[config.mk]
export PLATFORM = sky130hd
export DESIGN_NAME = reset_sequencer
export DESIGN_NICKNAME = d
export VERILOG_FILES = /design/src/rtl/reset_sequencer.sv
export SDC_FILE = /design/constraint.sdc
export NUM_CORES = 1
export LEC_CHECK = 0
export CAP_MARGIN = 30
export CELL_PAD_IN_SITES_DETAIL_PLACEMENT = 0
export CELL_PAD_IN_SITES_GLOBAL_PLACEMENT = 1
export CORE_ASPECT_RATIO = 1.5
export CORE_MARGIN = 10
export CORE_UTILIZATION = 49
export CTS_BUF_LIST = sky130_fd_sc_hd__clkbuf_4 sky130_fd_sc_hd__clkbuf_8
export DETAILED_ROUTE_END_ITERATION = 10
export GPL_ROUTABILITY_DRIVEN = 0
export PLACE_DENSITY = 0.88
export SETUP_SLACK_MARGIN = 0.05
export SLEW_MARGIN = 15
export SYNTH_ARGS = -nofsm -noshare
export SYNTH_HDL_FRONTEND = slang
export SYNTH_SLANG_ARGS = --single-unit
export TNS_END_PERCENT = 100
[constraint.sdc]
create_clock -name CLK -period 6.9 [get_ports CLK]
set_clock_uncertainty 0.15 [all_clocks]
set_input_delay 0.69 -clock CLK [delete_from_list [all_inputs] [get_ports CLK]]
set_output_delay 0.69 -clock CLK [all_outputs]
set_load 0.02 [all_outputs]
[src/rtl/reset_sequencer.sv]
// reset_sequencer: ordered release of downstream domain resets with
// ready supervision, plus a stretched software reset request pulse.
//
// Ports:
//   CLK            system clock
//   FABRIC_RESET_N async active-low reset from the fabric generator
//   SW_RST_REQ     software reset request (level or pulse)
//   STAGE_READY    per-stage ready, synchronous to CLK
//   STAGE_RESET_N  per-stage active-low reset, registered
//   ALL_READY      every stage released and ready
//   SEQ_ERROR      sticky fault flag
//   ERR_STAGE      index of the faulting stage
//   EXT_RST_REQ_N  active-low request to the generator's EXT_RST_N
module reset_sequencer #(
  parameter int NUM_STAGES     = 4,
  parameter int SETTLE_CYCLES  = 16,
  parameter int GAP_CYCLES     = 4,
  parameter int TIMEOUT_CYCLES = 1024,
  parameter int PULSE_CYCLES   = 8
) (
  input  logic                  CLK,
  input  logic                  FABRIC_RESET_N,
  input  logic                  SW_RST_REQ,
  input  logic [NUM_STAGES-1:0] STAGE_READY,
  output logic [NUM_STAGES-1:0] STAGE_RESET_N,
  output logic                  ALL_READY,
  output logic                  SEQ_ERROR,
  output logic [3:0]            ERR_STAGE,
  output logic                  EXT_RST_REQ_N
);

  localparam int M0 =
    (SETTLE_CYCLES > GAP_CYCLES) ?
    SETTLE_CYCLES : GAP_CYCLES;
  localparam int M1 =
    (TIMEOUT_CYCLES > PULSE_CYCLES) ?
    TIMEOUT_CYCLES : PULSE_CYCLES;
  localparam int CMAX = (M0 > M1) ? M0 : M1;
  localparam int CW = $clog2(CMAX + 1);

  localparam logic [CW-1:0] SETTLE_LAST =
    CW'(SETTLE_CYCLES - 1);
  localparam logic [CW-1:0] GAP_LAST =
    CW'(GAP_CYCLES - 1);
  localparam logic [CW-1:0] TO_LAST =
    CW'(TIMEOUT_CYCLES - 1);
  localparam logic [CW-1:0] PULSE_LAST =
    CW'(PULSE_CYCLES - 1);
  localparam logic [3:0] LAST_IDX =
    4'(NUM_STAGES - 1);

  typedef enum logic [2:0] {
    HOLD,
    WAIT_RDY,
    GAP,
    RUN,
    FAULT,
    REQ
  } state_t;

  state_t          state;
  logic [CW-1:0]   cnt;
  logic [3:0]      idx;

  // One-hot of the stage being waited on; avoids a
  // variable bit-select into STAGE_READY.
  logic [NUM_STAGES-1:0] sel;
  logic                  rdy_cur;
  logic                  last;

  assign sel     = NUM_STAGES'(1) << idx;
  assign rdy_cur = |(STAGE_READY & sel);
  assign last    = (idx == LAST_IDX);

  function automatic logic [3:0] first_low(
    input logic [NUM_STAGES-1:0] r
  );
    logic [3:0] f;
    f = '0;
    for (int k = NUM_STAGES - 1; k >= 0; k--) begin
      if (!r[k]) f = 4'(k);
    end
    return f;
  endfunction

  always_ff @(posedge CLK or negedge FABRIC_RESET_N) begin
    if (!FABRIC_RESET_N) begin
      state         <= HOLD;
      cnt           <= '0;
      idx           <= '0;
      STAGE_RESET_N <= '0;
      ALL_READY     <= 1'b0;
      SEQ_ERROR     <= 1'b0;
      ERR_STAGE     <= '0;
      EXT_RST_REQ_N <= 1'b1;
    end else if (SW_RST_REQ && state != REQ) begin
      // Software request wins over every other event.
      state         <= REQ;
      cnt           <= '0;
      idx           <= '0;
      STAGE_RESET_N <= '0;
      ALL_READY     <= 1'b0;
      SEQ_ERROR     <= 1'b0;
      ERR_STAGE     <= '0;
      EXT_RST_REQ_N <= 1'b0;
    end else begin
      case (state)
        HOLD: begin
          if (cnt == SETTLE_LAST) begin
            cnt           <= '0;
            idx           <= '0;
            STAGE_RESET_N <= NUM_STAGES'(1);
            state         <= WAIT_RDY;
          end else begin
            cnt <= cnt + 1'b1;
          end
        end
        WAIT_RDY: begin
          if (rdy_cur) begin
            cnt <= '0;
            if (last) begin
              state     <= RUN;
              ALL_READY <= 1'b1;
            end else begin
              state <= GAP;
            end
          end else if (cnt == TO_LAST) begin
            cnt           <= '0;
            state         <= FAULT;
            SEQ_ERROR     <= 1'b1;
            ERR_STAGE     <= idx;
            STAGE_RESET_N <= '0;
            ALL_READY     <= 1'b0;
          end else begin
            cnt <= cnt + 1'b1;
          end
        end
        GAP: begin
          if (cnt == GAP_LAST) begin
            cnt           <= '0;
            STAGE_RESET_N <= STAGE_RESET_N | (sel << 1);
            idx           <= idx + 1'b1;
            state         <= WAIT_RDY;
          end else begin
            cnt <= cnt + 1'b1;
          end
        end
        RUN: begin
          if (~STAGE_READY != '0) begin
            state         <= FAULT;
            SEQ_ERROR     <= 1'b1;
            ERR_STAGE     <= first_low(STAGE_READY);
            STAGE_RESET_N <= '0;
            ALL_READY     <= 1'b0;
          end
        end
        FAULT: begin
          state <= FAULT;
        end
        REQ: begin
          if (cnt == PULSE_LAST) begin
            cnt           <= '0;
            EXT_RST_REQ_N <= 1'b1;
            state         <= HOLD;
          end else begin
            cnt <= cnt + 1'b1;
          end
        end
        default: begin
          state <= HOLD;
          cnt   <= '0;
        end
      endcase
    end
  end

endmodule

Word-level counts from Yosys, hierarchy flattened
Cells that the tools add are included.

word-level totals
  register bits = 29
  logic and storage cells = 100
  output and inout port bits = 11
  input bits = 7

operators by class
  bitwise operators = 3
  muxes and demuxes = 50
  add/subtract/negate cells = 2
  shift-type cells = 1
  equal/unequal tests = 20
  reduce and logical (&&, ||, !) cells = 16

operator list
  kind                   count
  $mux 11                6
  $mux 4                 16
  $pmux 11 s5            1
  $mux 3                 7
  $ne 3x3->1 const B     7
  $pmux 3 s6             1
  $pmux 4 s2             2
  $pmux 4 s4             1
  $mux 1                 13
  $add 11x1->11 const B  1
  $eq 11x10->1 const B   1
  $eq 11x2->1 const B    1
  $eq 11x3->1 const B    1
  $eq 11x4->1 const B    1
  $ne 4x4->1 const B     2
  $reduce_and 4->1       2
  $eq 3x2->1 const B     2
  $eq 3x3->1 const B     2
  $reduce_and 6->1       1
  $reduce_bool 3->1      2
  $reduce_and 5->1       1
  $reduce_bool 5->1      1
  $add 4x1->4 const B    1
  $and 4x4->4            1
  other kinds (16)       18

Logic depth before layout (Yosys ltp)
Gate-level depths: netlist (run 1).

  depth in word-level cells = 7
  mapped depth = 8
  mapped depth without buffers = 7

Worst setup path after synthesis (run 1)
OpenSTA, ideal clock, no wires.

  kind = input to register
  start = in SW_RST_REQ
  end = reg state[0]
  cell stages on the path = 7
  setup time = 0.128 ns
  arrival time = 2.058 ns
  required time = 6.622 ns
  slack = 4.565 ns
  cell sequence = clkbuf_1 or2_1 a21boi_2 and2_4 a31oi_4 o211ai_1 mux2_1

between the ends
  longest elaborated chain between the ends = 3
  elaborated cells between the ends (all ways) = 8

RTL lines
  item                                                       line  RTL
  from (decl)                                                23    input logic SW_RST_REQ,
  $logic_and 1x1->1 (*)                                      96    end else if (SW_RST_REQ && state != REQ) begin
  $ne 4x4->1 (no line) / $ne 3x3->1 (equally long branches)  -
  $reduce_and 5->1 (no line)                                 -
  to (signal assigned)                                       88    state <= HOLD;
  to (signal assigned)                                       98    state <= REQ;
  to (signal assigned)                                       113   state <= WAIT_RDY;
  to (decl)                                                  61    state_t state;

Every way passes the cells marked *; elsewhere a longest branch is shown, timed or not.
A chain may end at the register's enable or synchronous reset.

Final worst setup path (run 1)
Ends and elaborated chain as after synthesis.

==> metrics.md, run 1 <==
| Metric | Value |
|---|---|
| Final Cycle Share | 0.410 |
| CTS tree | done |
| WL/cell | 16.4 um |
| CTS Sinks | 29 |
| # DRC | 0 |
| PortBufs | 17 |
| Hold Crit Class | reg -> reg |
| Starting Density | 0.505 |
| Die Width | 70.3 um |
| Chip height | approximately 95 um |
| Status | complete, no violations |
| Htree depth | 2 |
| Final min period | 2.83 ns |
| P_leak | 0.905 nW |
| Routed Antenna Nets | 0 |
| Sequential share of the synthesized area | 0.391 |
| Global route overflow | 0 |
| Fill count | around 320 |
| Commonest non-fill, non-tap cell in the layout | dfrtp_1 |
| Clock slew at reported path FFs | around 0.070 ns |
| Worst Tran Pin Value | around 0.75 ns |
| Synthesized netlist cell count | 208 |
| Cell Pwr Density | between 300 and 400 nW/um2 |
| First-pass GRT wire length | roughly 7600 um |
| CP Launch Type | primary input |
| Critical path class | in -> reg |
| All-Layer GR Usage | 0.138 |
| Pre-Repair DR Iteration Count | 4 |
| Setup bufs post-CTS | 0 |
| Buf/Inv on CP | 1 |
| Unrepaired setup endpoints after global routing | no |
| Cell accounting for the most synthesized area | dfrtp_1 |
| Total wire length | 4420 um |
| Leading post-synthesis cells by cell area | dfrtp_1 38%, nand2_1 4.6%, nor2_1 3.6% |
| Synthesis Warnings | 0 |
| Synthesized flop and latch total | 29 |
| Worst Path Max Fanout | 17 |
| Area of the core | 3680 um2 |
| Syn Nets | roughly 220 |
| Critical path required time | 6.91 ns |
| Overall power | 0.740 mW |
| CTS resizes | 0 |
| Die area | 6710 um2 |
| Dominant synthesized flop cell | dfrtp_1 |
| Io pins | 18 |
| 1st-iter DRT viols | 82 |
| Largest net degree at the start of global routing | 30 |
| Peak Freq | 0.354 GHz |
| Slowest stage cell, crit path | clkdlybuf4s50_1 |
| Data arrival time of the worst path | 2.84 ns |
| CP endpoint kind | register |
| Final setup viols | 0 |
| Avg Synthesized Cell Area | 8.94 um2 |
| Top delay family on crit path | buffers and inverters |
| Vias/cell | 6.04 |
| TritonCTS buffer count | 5 |
| Relative slew slack | 0.501 |
| Final TNS setup | 0 ns |
| Distinct cells, synth | 57 |
| Async SR Flop Fraction | 1.00 |
| Vias in the first global route | 1608 |
| MaxCap Viol Count | 0 |
| Placement row count | 27 |
| Final Hold Fails | 0 |
| Critical-path cell list | clkdlybuf4s50_1, or2_1, a21boi_2, and2_4, a31oi_4, o211ai_1, mux2_1 |
| Netlist Area Pre-Place | 1860 um2 |
| Hold_buf cts | 0 |
| Top cell type's share of synthesized area | 0.377 |
| Area Growth Syn to Fin | 17.8% |
| Largest stage delay, worst path | 0.68 ns |
| Layout cells sized above 1 | 0.115 |
| Most frequent cells in the layout | 28 x dfrtp_1, 23 x nand2_1, 18 x nor2_1, 17 x clkdlybuf4s50_1, 12 x inv_1 |
| Nets@finish | 234 |
| Worst skew pair latency | 0.29 ns |
| Max Buffers Root-to-Sink | 2 |
| Post-synth EDFFs | 0 |
| IR Drop Worst-Case VDD | around 0.25 mV |
| Final slew viol count | 0 |
| Detail Placement HPWL | 3360 um |
| Diode count | 0 |
| Vias | 1624 |
| Root buf cell | clkbuf_8 |
| Initial antenna violation count | 0 |
worst min-delay path, delay by kind of cell, from the launching register on:
kind	cells	cell delay, ns
flops	1	0.34
simple gates	1	0.05
compound gates	1	0.05
sequential cells by signal (all words and copies together), names as in the netlist:
register       flops
ALL_READY          1
ERR_STAGE          4
EXT_RST_REQ_N      1
SEQ_ERROR          1
STAGE_RESET_N      4
cnt               11
idx                4
state              3
cells in the mapped netlist (2+ instances only):
master and count:
mux2_2 2, o311ai_1 2, clkbuf_1 4, mux2i_1 3
mux2_1 3, o21a_1 3, ha_1 2, and2_1 3
or3_1 3, o21ai_0 8, xnor2_1 2, o31ai_1 4
buf_2 4, and3_1 3, nand2_2 2, a211o_1 2
a22oi_1 2, nor2_1 18, a31oi_1 4, o21ai_1 8
a21oi_1 6, a32o_1 3, nand4_1 4, nor4_1 2
nand3_1 11, nor2b_1 2, inv_1 12, nor3_1 6
nand2b_1 3, nand2_1 23, dfrtp_1 28
kinds of logic after synthesis:
| kind of cell | Yosys count | share of synthesized area |
|---|---|---|
| and+or+nand+nor | 92 | 0.264 |
| AOI/OAI and AO/OA | 54 | 0.227 |
| buffers and inverters | 20 | 0.0431 |
| xor gates and xnor gates | 3 | 0.0141 |
| adders and majority gates | 2 | 0.0135 |
| DFF | 29 | 0.391 |
| muxes | 8 | 0.0464 |
final timing paths:
| path | start | cells after the start | slack [ns] | to |
|---|---|---|---|---|
| worst max-delay path | SW_RST_REQ | 7 | 4.07 | state[0]$_DFFE_PN0P_ |
| worst min-delay path | STAGE_RESET_N[2]$_DFFE_PN0P_ | 2 | 0.33 | STAGE_RESET_N[2]$_DFFE_PN0P_ |
| worst max register to register | cnt[0]$_DFFE_PN0P_ | 6 | 4.29 | ERR_STAGE[1]$_DFFE_PN0P_ |
| worst min register to register | STAGE_RESET_N[2]$_DFFE_PN0P_ | 2 | 0.33 | STAGE_RESET_N[2]$_DFFE_PN0P_ |
| max in group asynchronous | FABRIC_RESET_N | 2 | 5.64 | EXT_RST_REQ_N$_DFFE_PN1P_ |
| min in group asynchronous | FABRIC_RESET_N | 2 | 0.64 | ERR_STAGE[0]$_DFFE_PN0P_ |
where the power goes:
group | switching [mW] | total (mW) | internal [mW]
Clock | 0.0674 | 0.211 | 0.143
Sequential | 0.0355 | 0.230 | 0.195
Combinational | 0.184 | 0.299 | 0.115
Total | 0.287 | 0.740 | 0.453
layout make-up:
cell class / count / area, um2 / area share
repair buffers: 18 / 178 / 0.0811
inverters: 12 / 45.0 / 0.0206
flip-flops and latches: 29 / 727 / 0.332
multi-input cells: 159 / 1050 / 0.481
clock inverters: 3 / 65.1 / 0.0297
well taps: 43 / 53.8 / 0.0246
clock buffers: 5 / 68.8 / 0.0314
stage by stage:
stage / worst slack [ns] / hold slack (ns) / instance area (um2) / utilization / std cells
2_1_floorplan: 4.56 / 0.244 / 1860 / - / 208
3_3_place_gp: 3.87 / 0.316 / 2060 / 0.558 / 261
3_5_place_dp: 3.77 / 0.330 / 2060 / 0.558 / 261
4_1_cts: 4.07 / 0.346 / 2190 / 0.595 / 269
5_1_grt: 3.93 / 0.362 / 2190 / 0.595 / 269
6_report: 4.07 / 0.332 / 2190 / 0.595 / 269
layer usage:
metal | GRT usage | part of all wire | wire length [um] | up-vias
met5 | 0 | 0 | 0 | -
met4 | 0.0743 | 0.030 | 131 | 0
met3 | 0.0374 | 0.037 | 163 | 11
met2 | 0.247 | 0.51 | 2270 | 30
met1 | 0.144 | 0.42 | 1850 | 785
li1 | - | - | - | 798
Power figures use the tool's default switching activity.
==> run 2, diff against run 1 <==
--- a/config.mk
+++ b/config.mk
@@ -10,11 +10,11 @@
 export CELL_PAD_IN_SITES_GLOBAL_PLACEMENT = 1
 export CORE_ASPECT_RATIO = 1.5
 export CORE_MARGIN = 10
-export CORE_UTILIZATION = 49
+export CORE_UTILIZATION = 45
 export CTS_BUF_LIST = sky130_fd_sc_hd__clkbuf_4 sky130_fd_sc_hd__clkbuf_8
 export DETAILED_ROUTE_END_ITERATION = 10
 export GPL_ROUTABILITY_DRIVEN = 0
-export PLACE_DENSITY = 0.88
+export PLACE_DENSITY = 0.82
 export SETUP_SLACK_MARGIN = 0.05
 export SLEW_MARGIN = 15
 export SYNTH_ARGS = -nofsm -noshare
==> constraint.sdc (replaced) <==
create_clock -name CLK -period 2.77 [get_ports CLK]
set_clock_uncertainty 0.15 [all_clocks]
set_input_delay 0.277 -clock CLK [delete_from_list [all_inputs] [get_ports CLK]]
set_output_delay 0.277 -clock CLK [all_outputs]
set_load 0.02 [all_outputs]
==> run 2 against run 1 <==
  * Setup slack lost 3.7 ns
  * Power rose to 2.6 times the previous value
  * Hold slack worse by 0.10 ns
  * Utilization is 2.8 points lower
  * Wire length up 6.1%
  * Critical path depth stayed put
  * Register-to-register slack worse by 4.0 ns
  * Via count grew 0.92%
  * Sequential power is 140% higher
  * Critical endpoint is now STAGE_RESET_N[1]$_DFFE_PN0P_
==> metrics.md, run 2 (synthesis gave the netlist of run 1 again) <==
| Metric | Value |
|---|---|
| Final min period | 2.43 ns |
| Layout cells sized above 1 | 0.142 (+0.0266) |
| Placement row count | 28 (+3.7%) |
| Initial antenna violation count | 0 (unchanged) |
| Pre-Repair DR Iteration Count | 4 (unchanged) |
| Htree depth | 2 (unchanged) |
| Diode count | 0 (unchanged) |
| Fin area | 2240 um2 (+2.5%) |
| Final Hold Fails | 0 (unchanged) |
| Setup bufs post-CTS | 0 (unchanged) |
| Slowest stage cell, crit path | nor4_1 |
| Largest stage delay, worst path | 0.48 ns (-0.20 ns) |
| Switching share of power | 0.382 (-0.00545) |
| Crit. Startpoint | cnt[0]$_DFFE_PN0P_ |
| Final Cycle Share | 0.878 |
| CTS tree | done |
| Unrepaired setup endpoints after global routing | no |
| Status | complete, no violations |
| Peak Freq | 0.411 GHz |
| Critical path required time | 2.81 ns (-4.10 ns) |
| Vias | 1639 (+0.92%) |
| Placed Cells | 270 (+3.4%) |
| Die area | 7160 um2 (+6.7%) |
| CP endpoint kind | register |
| Die Width | 72.5 um (+3.1%) |
| Critical-path cell list | ha_1, nand4_1, nor4_1, a211o_1, o311a_1, nand3_1, o31ai_1 |
| 1st-iter DRT viols | 101 (+23%) |
| Seq pwr share | 0.289 (-0.022) |
| Largest net degree at the start of global routing | 30 (unchanged) |
| TritonCTS buffer count | 5 (unchanged) |
| Chip height | 98.7 um (+3.4%) |
| Worst Tran Pin Value | 0.495 ns (-0.251 ns) |
| WL/cell | 16.9 um (+2.7%) |
| Critical path class | reg -> reg |
| Fin util | 0.567 (-0.0276) |
| Final TNS setup | 0 ns (unchanged) |
| Detail Placement HPWL | 3600 um (+7.2%) |
| All-Layer GR Usage | 0.136 (-0.00273) |
| Final setup viols | 0 (unchanged) |
| Largest register by flop count | cnt |
| Cell Pwr Density | 842 nW/um2 (+150%) |
| PortBufs | 17 (unchanged) |
| MaxCap Viol Count | 0 (unchanged) |
| Post-DP Area | 2110 um2 (+2.7%) |
| Comb power frac | 0.432 (+0.028) |
| Reg2Reg Launch Point | cnt[0]$_DFFE_PN0P_ |
| R2R Setup Slk | 0.34 ns (-3.95 ns) |
| Nets@finish | 241 (+3.0%) |
| Starting Density | 0.470 (-0.0353) |
| Root buf cell | clkbuf_8 |
| Internal | 1.17 mW (+160%) |
| Overall power | 1.89 mW (+160%) |
| Relative slew slack | 0.668 (+0.167) |
| # DRC | 0 (unchanged) |
| Hold Crit Class | in -> async |
| CTS resizes | 0 (unchanged) |
| First-pass GRT wire length | 7960 um (+4.9%) |
| Area of the core | 3960 um2 (+7.5%) |
| Layout Cells excl Fill | 278 (+3.3%) |
| Worst skew pair latency | 0.28 ns (about the same) |
| IR Drop Worst-Case VDD | 0.673 mV (+170%) |
| Max reg flops | 11 (unchanged) |
| Routed Antenna Nets | 0 (unchanged) |
| Vias in the first global route | 1691 (+5.2%) |
| CP Launch Type | register |
| Data arrival time of the worst path | 2.47 ns (-0.37 ns) |
| Hold_buf cts | 0 (unchanged) |
| P_leak | 0.939 nW (+3.8%) |
| Max Buffers Root-to-Sink | 2 (unchanged) |
| Most frequent cells in the layout | 28 x dfrtp_1, 23 x nand2_1, 18 x nor2_1, 17 x clkdlybuf4s50_1, 12 x inv_1 |
| Global route overflow | 0 (unchanged) |
| Area Growth Syn to Fin | 20.7% |
| CTS Sinks | 29 (unchanged) |
| Clock slew at reported path FFs | 0.07 ns (about the same) |
| Vias/cell | 5.90 (-2.3%) |
| Clock power frac | 0.279 (-0.006) |
| P_sw | 0.722 mW (+150%) |
| Final slew viol count | 0 (unchanged) |
| Commonest non-fill, non-tap cell in the layout | dfrtp_1 |
| Total wire length | 4690 um (+6.1%) |
| Io pins | 18 (unchanged) |
| Worst Path Max Fanout | 7 (-10) |
-- run 2: final timing paths --
check                                                    end  cells after the start
worst min-delay path                   ALL_READY$_DFFE_PN0P_                      2
worst max register to register  STAGE_RESET_N[1]$_DFFE_PN0P_                      7
worst min register to register      ERR_STAGE[1]$_DFFE_PN0P_                      1
min in group CLK                    ERR_STAGE[1]$_DFFE_PN0P_                      1
worst max-delay path            STAGE_RESET_N[1]$_DFFE_PN0P_                      7
max in group asynchronous          EXT_RST_REQ_N$_DFFE_PN1P_                      2
-- run 2: area by class of cell --
class | instances | area, um2
Inverter | 12 | 45.0
Tap cell | 45 | 56.3
Sequential cell | 29 | 727
Fill cell | 370 | 1710
Clock buffer | 5 | 68.8
Timing Repair Buffer | 25 | 230
Clock inverter | 3 | 65.1
Multi-Input combinational cell | 159 | 1050
-- run 2: through the flow --
stage	worst slack [ns]	hold WS, ns
detailed placement	0.267	0.325
global placement	0.346	0.317
global route	0.0910	0.259
floorplan	0.596	-0.169
finish	0.339	0.227
CTS	0.336	0.240
-- run 2: worst max-delay path, delay by kind of cell, from the launching register on --
| kind | cells | cell delay (ns) |
|---|---|---|
| simple gates | 3 | 0.78 |
| compound gates | 3 | 0.74 |
| fa+ha+maj | 1 | 0.29 |
| flops | 1 | 0.39 |
-- run 2: per-layer routing --
metal | vias to the layer above | track usage | wire [um]
li1 | 807 | - | -
met1 | 783 | 0.134 | 1800
met2 | 37 | 0.248 | 2550
met3 | 12 | 0.0371 | 192
met4 | 0 | 0.0674 | 143
met5 | - | 0 | 0
-- run 2: power groups by stage --
stage               Clock [mW]  Sequential (mW)  Combinational (mW)
CTS                      0.540            0.546               0.819
finish                   0.527            0.546               0.816
global placement             0            0.550               0.803
detailed placement           0            0.554               0.815
floorplan                    0            0.564               0.552
global route             0.553            0.559               0.908
==> run 3, diff against run 2 <==
--- a/config.mk
+++ b/config.mk
@@ -8,7 +8,6 @@
 export CAP_MARGIN = 30
 export CELL_PAD_IN_SITES_DETAIL_PLACEMENT = 0
 export CELL_PAD_IN_SITES_GLOBAL_PLACEMENT = 1
-export CORE_ASPECT_RATIO = 1.5
 export CORE_MARGIN = 10
 export CORE_UTILIZATION = 45
 export CTS_BUF_LIST = sky130_fd_sc_hd__clkbuf_4 sky130_fd_sc_hd__clkbuf_8
@@ -16,6 +15,7 @@
 export GPL_ROUTABILITY_DRIVEN = 0
 export PLACE_DENSITY = 0.82
 export SETUP_SLACK_MARGIN = 0.05
+export SKIP_LAST_GASP = 1
 export SLEW_MARGIN = 15
 export SYNTH_ARGS = -nofsm -noshare
 export SYNTH_HDL_FRONTEND = slang
==> run 3 against run 2 <==
  * Final cell count up 1.8%
  * Sequential power barely moved
  * Fmax rose by 0.73%
  * Die area decreased by 0.74%
  * Largest cell class unchanged
  * Design area fell by 1.2%
  * Critical path depth is 1 lower
  * Sequential share of layout area up 0.38 points
  * Global-route usage shrank 0.63 points
  * Highest routed layer unchanged
==> metrics.md, run 3 (synthesis gave the netlist of run 1 again) <==
| Metric | Value |
|---|---|
| Chip height | 84.3 um (-15%) |
| Worst Tran Pin Value | 0.642 ns (+0.147 ns) |
| Status | complete, no violations |
| Die Width | 84.3 um (+16%) |
| Peak Freq | 0.414 GHz (+0.73%) |
| Slowest stage cell, crit path | nor4_1 |
| Met2 wire len | 2290 um (-10%) |
| Placed Cells | 275 (+1.9%) |
| Layout Cells excl Fill | 283 (+1.8%) |
| Dpl ws | 0.277 ns (+0.00973 ns) |
| Area of the core | 4000 um2 (+1.0%) |
| Largest net degree at the start of global routing | 17 (-43%) |
| Initial antenna violation count | 0 (unchanged) |
| Largest register by flop count | cnt |
| Total wire length | 4590 um (-2.1%) |
| Max Buffers Root-to-Sink | 2 (unchanged) |
| CP endpoint kind | register |
| Placement row count | 23 (-18%) |
| Area Growth Syn to Fin | 19.3% |
| Final Hold Fails | 0 (unchanged) |
| Critical-path cell list | ha_1, nand4_1, nor4_1, a211o_1, and2_1, mux2_1 |
| Final setup viols | 0 (unchanged) |
| P_leak | 0.925 nW (-1.5%) |
| Buf/Inv on CP | 0 (unchanged) |
| Uppermost routed layer | met4 |
| Starting Density | 0.465 (-0.00485) |
| Critical path required time | 2.78 ns (-0.03 ns) |
| Final slew viol count | 0 (unchanged) |
| Layout cells sized above 1 | 0.142 (unchanged) |
| Critical path class | reg -> reg |
| Fill count | 372 (+0.54%) |
| Largest stage delay, worst path | 0.48 ns (about the same) |
| Final min period | 2.41 ns (-0.0177 ns) |
| Most frequent cells in the layout | 28 x dfrtp_1, 23 x nand2_1, 18 x nor2_1, 17 x clkdlybuf4s50_1, 12 x inv_1 |
| Relative slew slack | 0.571 (-0.0967) |
| Worst Path Max Fanout | 7 (unchanged) |
| Final Cycle Share | 0.871 (-0.00638) |
| Routed Antenna Nets | 0 (unchanged) |
| MaxCap Viol Count | 0 (unchanged) |
| Unrepaired setup endpoints after global routing | no |
| Htree depth | 2 (unchanged) |
| Worst skew pair latency | 0.28 ns (about the same) |
| All-Layer GR Usage | 0.129 (-0.00625) |
| Clock slew at reported path FFs | 0.06 ns (about the same) |
| WL met1 | 1900 um (+5.0%) |
| CTS Sinks | 29 (unchanged) |
| CTS tree | done |
| CP Launch Type | register |
| Data arrival time of the worst path | 2.42 ns (-0.05 ns) |
| Hold Crit Class | in -> async |
| Setup bufs post-CTS | 0 (unchanged) |
| Met3 WL | 286 um (+49%) |
| 1st-iter DRT viols | 114 (+13%) |
| Hold_buf cts | 0 (unchanged) |
| Commonest non-fill, non-tap cell in the layout | dfrtp_1 |
| Diode count | 0 (unchanged) |
| Io pins | 18 (unchanged) |
| PortBufs | 17 (unchanged) |
| CTS resizes | 0 (unchanged) |
| Vias in the first global route | 1655 (-2.1%) |
| First-pass GRT wire length | 7830 um (-1.6%) |
| Vias | 1695 (+3.4%) |
| # DRC | 0 (unchanged) |
| Vias/cell | 5.99 (+1.6%) |
| TritonCTS buffer count | 5 (unchanged) |
| Cell Pwr Density | 790 nW/um2 (-6.1%) |
| Nets@finish | 241 (unchanged) |
| Root buf cell | clkbuf_8 |
| WL/cell | 16.2 um (-3.8%) |
| Top delay family on crit path | simple AND/OR/NAND/NOR gates |
| Final TNS setup | 0 ns (unchanged) |
| Die area | 7100 um2 (-0.74%) |
| PnR worst setup slack | 0.357 ns (+0.0177 ns) |
| Pre-Repair DR Iteration Count | 6 (+2) |
| IR Drop Worst-Case VDD | 0.524 mV (-22%) |
| Detail Placement HPWL | 3520 um (-2.2%) |
| Max reg flops | 11 (unchanged) |
| Global route overflow | 0 (unchanged) |
[run 3: cell count changes in the layout (fill, tap and decap cells not counted)]
| cell | previous run | this run |
|---|---|---|
| bufinv_16 | 2 | 0 |
| clkbuf_8 | 5 | 7 |
[run 3: area by class of cell]
cell class | count | area [um2] | area share
Inverter | 12 | 45.0 | 0.0203
Tap cell | 50 | 62.6 | 0.0282
Sequential cell | 29 | 727 | 0.328
Timing Repair Buffer | 25 | 230 | 0.104
Clock inverter | 1 | 5.00 | 0.00226
Multi-Input combinational cell | 159 | 1050 | 0.474
Clock buffer | 7 | 96.3 | 0.0434
[run 3: worst paths after layout]
| check | startpoint | end | slack [ns] | depth (start not counted) |
|---|---|---|---|---|
| hold / removal | FABRIC_RESET_N | SEQ_ERROR$_DFFE_PN0P_ | 0.24 | 1 |
| setup reg to reg | cnt[0]$_DFFE_PN0P_ | ERR_STAGE[0]$_DFFE_PN0P_ | 0.36 | 6 |
| min in group CLK | STAGE_RESET_N[2]$_DFFE_PN0P_ | STAGE_RESET_N[2]$_DFFE_PN0P_ | 0.34 | 2 |
| hold reg to reg | STAGE_RESET_N[2]$_DFFE_PN0P_ | STAGE_RESET_N[2]$_DFFE_PN0P_ | 0.34 | 2 |
| setup / recovery | cnt[0]$_DFFE_PN0P_ | ERR_STAGE[0]$_DFFE_PN0P_ | 0.36 | 6 |
| max in group asynchronous | FABRIC_RESET_N | idx[3]$_DFFE_PN0P_ | 1.56 | 2 |
[run 3: report_power, final]
group	internal, mW	switching (mW)	total, mW
sequential	0.485	0.0604	0.546
combinational	0.326	0.498	0.824
clock	0.224	0.160	0.384
total	1.04	0.718	1.75
[run 3: layer usage]
metal	global-route usage	vias up
met5	0	-
met3	0.0367	12
li1	-	810
met4	0.0548	0
met1	0.146	807
met2	0.221	66
[run 3: stage by stage]
stage,power [mW],hold slack [ns],cell area [um2],utilization
after global routing,1.88,0.293,2220,0.555
after floorplan,1.12,-0.169,1860,-
after global placement,1.35,0.312,2120,0.529
final,1.75,0.244,2220,0.555
after detailed placement,1.37,0.320,2120,0.529
after CTS,1.76,0.257,2220,0.555
